File: config.mk
export PLATFORM = sky130hd
export DESIGN_NAME = instr_enc
export DESIGN_NICKNAME = d
export VERILOG_FILES = /design/src/rtl/instr_enc.sv
export SDC_FILE = /design/constraint.sdc
export NUM_CORES = 1
export LEC_CHECK = 0
export ABC_AREA = 1
export BUFFER_PORTS_ARGS = -buffer_cell sky130_fd_sc_hd__buf_2
export CAP_MARGIN = 10
export CORE_UTILIZATION = 40
export CTS_CLUSTER_SIZE = 14
export DETAILED_ROUTE_END_ITERATION = 8
export SYNTH_ARGS = -nofsm -noshare
export SYNTH_HDL_FRONTEND = slang
export SYNTH_SLANG_ARGS = --single-unit
export TNS_END_PERCENT = 20
File: constraint.sdc
create_clock -name clk -period 8.5 [get_ports clk]
set_input_delay 1.275 -clock clk [delete_from_list [all_inputs] [get_ports clk]]
set_output_delay 1.275 -clock clk [all_outputs]
set_load 0.05 [all_outputs]
File: src/rtl/instr_enc.sv
// RV32I instruction encoder: packs opcode, register, function and immediate
// fields into a 32-bit instruction word through a two-stage valid/ready
// pipeline. Immediates that the format cannot hold, and unknown opcodes,
// produce a canonical NOP with out_err set. Erroneous deliveries are counted.
module instr_enc (
  input  logic        clk,
  input  logic        rst,
  input  logic        in_valid,
  output logic        in_ready,
  input  logic [6:0]  in_opc,
  input  logic [4:0]  in_rd,
  input  logic [4:0]  in_rs1,
  input  logic [4:0]  in_rs2,
  input  logic [2:0]  in_funct3,
  input  logic [6:0]  in_funct7,
  input  logic [31:0] in_imm,
  output logic        out_valid,
  input  logic        out_ready,
  output logic [31:0] out_instr,
  output logic        out_err,
  output logic [15:0] err_cnt
);

  localparam logic [6:0]  OPC_I_TYPE = 7'b0010011;
  localparam logic [6:0]  OPC_JALR   = 7'b1100111;
  localparam logic [6:0]  OPC_LOAD   = 7'b0000011;
  localparam logic [6:0]  OPC_BRANCH = 7'b1100011;
  localparam logic [6:0]  OPC_AUIPC  = 7'b0010111;
  localparam logic [6:0]  OPC_LUI    = 7'b0110111;
  localparam logic [6:0]  OPC_JAL    = 7'b1101111;
  localparam logic [6:0]  OPC_STORE  = 7'b0100011;
  localparam logic [6:0]  OPC_R_TYPE = 7'b0110011;
  localparam logic [31:0] NOP_INSTR  = 32'h0000_0013;

  // True when imm[31:lsb] are all copies of the sign bit.
  function automatic logic fits(input logic signed [31:0] imm, input int lsb);
    logic signed [31:0] t;
    t = imm >>> lsb;
    return (t == '0) || (t == '1);
  endfunction

  // Returns {err, word}; an illegal request yields the NOP word.
  function automatic logic [32:0] encode(
    input logic [6:0] opc, input logic [4:0] rd, input logic [4:0] rs1,
    input logic [4:0] rs2, input logic [2:0] f3, input logic [6:0] f7,
    input logic signed [31:0] imm);
    logic [31:0] w;
    logic        bad;
    w   = '0;
    bad = 1'b0;
    case (opc)
      OPC_R_TYPE: w = {f7, rs2, rs1, f3, rd, opc};
      OPC_I_TYPE, OPC_LOAD, OPC_JALR: begin
        w   = {imm[11:0], rs1, f3, rd, opc};
        bad = !fits(imm, 11);
      end
      OPC_STORE: begin
        w   = {imm[11:5], rs2, rs1, f3, imm[4:0], opc};
        bad = !fits(imm, 11);
      end
      OPC_BRANCH: begin
        w   = {imm[12], imm[10:5], rs2, rs1, f3, imm[4:1], imm[11], opc};
        bad = imm[0] || !fits(imm, 12);
      end
      OPC_LUI, OPC_AUIPC: begin
        w   = {imm[31:12], rd, opc};
        bad = |imm[11:0];
      end
      OPC_JAL: begin
        w   = {imm[20], imm[10:1], imm[11], imm[19:12], rd, opc};
        bad = imm[0] || !fits(imm, 20);
      end
      default: bad = 1'b1;
    endcase
    if (bad) w = NOP_INSTR;
    return {bad, w};
  endfunction

  // Saturating 16-bit increment.
  function automatic logic [15:0] sat_inc(input logic [15:0] v);
    return (v == 16'hFFFF) ? v : v + 16'd1;
  endfunction

  logic               s1_valid_q;
  logic [6:0]         s1_opc_q;
  logic [4:0]         s1_rd_q, s1_rs1_q, s1_rs2_q;
  logic [2:0]         s1_f3_q;
  logic [6:0]         s1_f7_q;
  logic signed [31:0] s1_imm_q;
  logic               out_valid_q, out_err_q;
  logic [31:0]        out_instr_q;
  logic [15:0]        err_cnt_q, err_cnt_d;
  logic [32:0]        enc_d;
  logic               s2_can_load;

  // Handshake, encoding and error-count next state.
  always_comb begin
    s2_can_load = !out_valid_q || out_ready;
    in_ready    = !rst && (!s1_valid_q || s2_can_load);
    enc_d       = encode(s1_opc_q, s1_rd_q, s1_rs1_q, s1_rs2_q, s1_f3_q,
                         s1_f7_q, s1_imm_q);
    err_cnt_d   = err_cnt_q;
    if (out_valid_q && out_ready && out_err_q) err_cnt_d = sat_inc(err_cnt_q);
  end

  // ---- stage 1: raw field capture ----
  // Stage-1 valid; advances whenever the stage can take a new word.
  always_ff @(posedge clk or posedge rst) begin
    if (rst)           s1_valid_q <= 1'b0;
    else if (in_ready) s1_valid_q <= in_valid;
  end

  // Stage-1 fields carry no reset; they are qualified by s1_valid_q.
  always_ff @(posedge clk) begin
    if (in_ready && in_valid) begin
      s1_opc_q <= in_opc;
      s1_rd_q  <= in_rd;
      s1_rs1_q <= in_rs1;
      s1_rs2_q <= in_rs2;
      s1_f3_q  <= in_funct3;
      s1_f7_q  <= in_funct7;
      s1_imm_q <= in_imm;
    end
  end

  // ---- stage 2: encoded word and error flag ----
  // Output register; holds while the consumer stalls.
  always_ff @(posedge clk or posedge rst) begin
    if (rst) begin
      out_valid_q <= 1'b0;
      out_instr_q <= '0;
      out_err_q   <= 1'b0;
    end else if (s2_can_load) begin
      out_valid_q <= s1_valid_q;
      if (s1_valid_q) begin
        out_err_q   <= enc_d[32];
        out_instr_q <= enc_d[31:0];
      end
    end
  end

  // Count erroneous words actually delivered.
  always_ff @(posedge clk or posedge rst) begin
    if (rst) err_cnt_q <= '0;
    else     err_cnt_q <= err_cnt_d;
  end

  assign out_valid = out_valid_q;
  assign out_instr = out_instr_q;
  assign out_err   = out_err_q;
  assign err_cnt   = err_cnt_q;

endmodule
* After elaboration in Yosys (flattened, before gate mapping)
Cells that the tools add are included.
** Operators by class
- $add $sub $neg :: 1
- Equality and inequality tests :: 13
- Multiplexer cells :: 3
- Bitwise gates (word level) :: 1
- Reductions and logical operators :: 26
** Operator list (number)
- case mux 32 bit (6 select lines) :: 1
- == test 32 bit (second input constant) :: 3
- zero test 32 bit :: 3
- two-way mux 32 bit :: 1
- == test 7 x 6 -> 1 bit (second input constant) :: 3
- == test 7 bit (second input constant) :: 3
- adder 16 x 1 -> 16 bit (second input constant) :: 1
- == test 16 bit (second input constant) :: 1
- == test 7 x 5 -> 1 bit (second input constant) :: 2
- OR reduction 12 bit :: 1
- == test 7 x 2 -> 1 bit (second input constant) :: 1
- logical OR 1 bit :: 7
- zero test 1 bit :: 6
- case mux 1 bit (5 select lines) :: 1
- logical AND 1 bit :: 4
- AND reduction 2 bit :: 2
- OR reduction 4 bit :: 1
- OR reduction 3 bit :: 1
- OR reduction 2 bit :: 1
- NOT 1 bit :: 1
** Word-level totals
- Register bits after elaboration :: 115
- Input port bits :: 68
- Logic and storage cells :: 56

* Logic depth before layout (Yosys ltp)
- Word-level depth :: 6
- Gate-level depth with buffers :: 12

* Worst setup path after synthesis
No wires, ideal clock.
- Path type :: in2reg
- Start point :: input rst
- End point :: register s1_f3_q[0], enable pin
- Arrival :: 5.450 ns
- Slack :: 2.563 ns
- Stages on the path :: 3
- Path buffers :: 0
- Path through :: inv_1 o21ai_0 nor2_1
** Between the ends
- Longest elaborated chain between the ends :: 3
** RTL lines
- start: declaration :: RTL line 7 : input logic rst,
- zero test 1 bit (no line)
- logical AND 1 bit :: RTL line 99 : in_ready = !rst && (!s1_valid_q || s2_can_load);
- logical AND 1 bit :: RTL line 115 : if (in_ready && in_valid) begin
- end signal: assignment :: RTL line 120 : s1_f3_q <= in_funct3;
- end: declaration :: RTL line 87 : logic [2:0] s1_f3_q;
No other way between the ends.
A chain may end at the register's enable or synchronous reset.

* Final worst setup path
- Start point :: input rst
- End point :: output in_ready
** Between the ends
- Longest elaborated chain between the ends :: 2
** RTL lines
- zero test 1 bit (no line)
- logical AND 1 bit :: RTL line 99
- end: declaration :: RTL line 9 : output logic in_ready,
No other way between the ends.

==> results.tsv <==
metric	value	unit
CTS Buffer Depth	2	
P_sw	0.3641	mW
FF-to-FF End	out_instr[4]	
Die Area	0.01341	sq mm
clk_skew	0.01289	ns
Sink Count	115	
DR iter-0 viols	291	
cts hold-fix bufs	0	
reg2reg start	s1_opc_q[2]	
Worst EP required	7.22	ns
Pre-Repair DR Iteration Count	6	
sequential share of the synthesized area	61.72	%
port buffer count	118	
cells on worst reg2reg path	11	
final slew viol count	0	
commonest non-fill, non-tap cells in the layout	nand2_1, buf_2, edfxtp_1	
CTS root buf	clkbuf_16	
# IOs	119	
number of max-cap violations	0	
power per cell area	220.6	mW/mm^2
Clk Latency, worst-skew pair	0.41	ns
Tot Pwr	1.423	mW
final WL	11.90	mm
crit path time final	3.987	ns
H-tree depth	4	
Final #Nets	718	
YS warnings	0	
crit path capture type	primary output	
Synth Area in Compound Gates	4.081	%
Final Cycle Share	46.91	%
Post-CTS Setup Repair Bufs	0	
Syn Std Cell Area	0.005181	sq mm
Setup crit start kind	input pin	
Setup CP Type	in -> out	
gr usage total	18.91	%
Post-Syn Area per Cell	9.926	sq um
EDFF count, synth	64	
adder-cell share of the synthesized area	0.2415	%
reg2reg setup slack	6.05	ns
vias in the first global route	3762	
DIE WIDTH	115.8	um
PostCTS Resize Cnt	0	
DRC Markers	0	
RePlAce Congestion	0.8630	
FFs w/ async S/R, synth	44.35	%
TritonCTS Buffers	17	
worst-path maximum fanout	52	
Hold Vio Cnt, Final	0	
CTS tree	done	
initial antenna violation count	0	
RSZ-0062 raised after global routing	false	
WL per Instance	14.28	um
die height	115.8	um
Mapped Cells	522	
Initial Util	41.06	%
post-synthesis mux area share	0	%
Logic pwr share	10.9	%
endpoints failing setup	0	
XOR/XNOR share of the synthesized area	2.536	%
Slew HR	29.78	%
status	complete, no violations	
largest net degree at the start of global routing	66	
Yosys reg bits	115	
power share of the sequential group	45.9	%
share of cells above drive strength 1	28.29	%
crit path DAT	2.71	ns
leak pwr	3.124	nW
core area	0.01262	sq mm
DP Wirelength	8.562	mm
grt total ovfl	0	
first-pass GRT wire length	18.76	mm
Mapped Nets	591	
predominant post-synthesis flop cell	edfxtp_1	
Hold/Removal Path Class	reg -> reg	
Clk pwr share	43.2	%
Setup TNS Final	0	ns
commonest non-fill, non-tap cell in the layout	nand2_1	
post-route ant nets	0	
Int Pwr	1.059	mW
Worst setup endpoint	in_ready	
simple-gate area share of the yosys netlist	26.66	%
highest clock rate	250.8	MHz
Antenna Cells	0	
row count	41	
vias per cell	4.725	
Worst-Margin Slew	1.051	ns
crit path launch	rst	
largest family of logic cells by synthesized area	simple AND/OR/NAND/NOR gates	
Switching Share	25.58	%
count of cell types in the netlist	30	
clock-pin slew on the worst setup and hold paths	0.05	ns
Area Overhead vs Synth	24.54	%
Peak VDD IR	0.1430	mV
vias	3936	
## metrics by stage
step	std cells	setup slack, ns	area, sq um	util [%]	hold slack, ns
after floorplan	522	2.563	5181	-	0.4561
after global placement	802	4.519	5936	47.04	0.4489
after detailed placement	802	4.479	5936	47.04	0.4576
after CTS	833	4.474	6452	51.13	0.4691
after global routing	833	4.296	6452	51.13	0.4775
final	833	4.513	6452	51.13	0.4711
## area by class of cell
class	count	area, sq um
fill	1185	6167
sequential	115	3198
clock buffer	25	486.7
multi-input combinational	351	1744
inverter	42	157.7
timing repair buffer	122	620.6
clock inverter	6	30.03
tap	172	215.2
## sequential cells by signal, summed over array words and instances (netlist names)
register    cells
err_cnt        16
s1_rs2_q        5
out_valid       1
out_instr      32
s1_f3_q         3
s1_f7_q         7
s1_imm_q       32
s1_valid_q      1
s1_opc_q        7
s1_rs1_q        5
s1_rd_q         5
out_err         1
## layer usage
layer | routed length (um) | up-vias | GRT usage, %
li1 | - | 1971 | -
met2 | 5464 | 124 | 29.40
met4 | 201 | 0 | 8.120
met5 | 0 | - | 0
met1 | 5685 | 1825 | 25.13
met3 | 546 | 16 | 4.864
## cells in the mapped netlist, types with 5 or more instances
master	count	area [sq um]
inv_1	41	153.9
xnor2_1	6	52.55
nand3_2	19	190.2
xor2_1	9	78.83
o21ai_0	28	140.1
nand2_1	165	619.3
or2_2	5	31.28
nand4_1	8	50.05
nand3_1	33	165.2
edfxtp_1	64	1922
nor2_1	46	172.7
buf_2	5	25.02
dfrtp_1	51	1276
nor2_2	5	31.28
## how the worst min path moves through the flow
stage                      start      endpoint  slack, ns  depth (start not counted)
detailed placement  out_instr[0]  out_instr[0]       0.46                          1
finish              out_instr[0]  out_instr[0]       0.47                          1
global route        out_instr[1]  out_instr[1]       0.48                          1
CTS                 out_instr[0]  out_instr[0]       0.47                          1
global placement    out_instr[1]  out_instr[1]       0.45                          1
floorplan             s1_valid_q     out_valid       0.46                          2
## cells by family (layout without fill, tap and decap cells)
logic type / Yosys count / after routing
XOR/XNOR: 15 / 15
flip-flops: 115 / 115
AO/OA/AOI/OAI: 39 / 39
buffers and inverters: 56 / 195
adder cells (fa/ha/maj): 1 / 1
AND/OR/NAND/NOR: 296 / 296
## power groups by stage
stage	logic (mW)	registers, mW	clock network (mW)
floorplan	0.0588	0.709	0
global placement	0.154	0.662	0
detailed placement	0.157	0.663	0
CTS	0.158	0.653	0.629
global route	0.169	0.658	0.655
finish	0.155	0.654	0.614
## worst max-delay path, cell delays in order
cell     delay [ns]
buf_2          0.10
inv_2          0.03
buf_4          0.49
o21ai_0        0.34
inv_1          0.15
buf_2          0.27
Note: power is estimated with default switching activity, not from simulation.
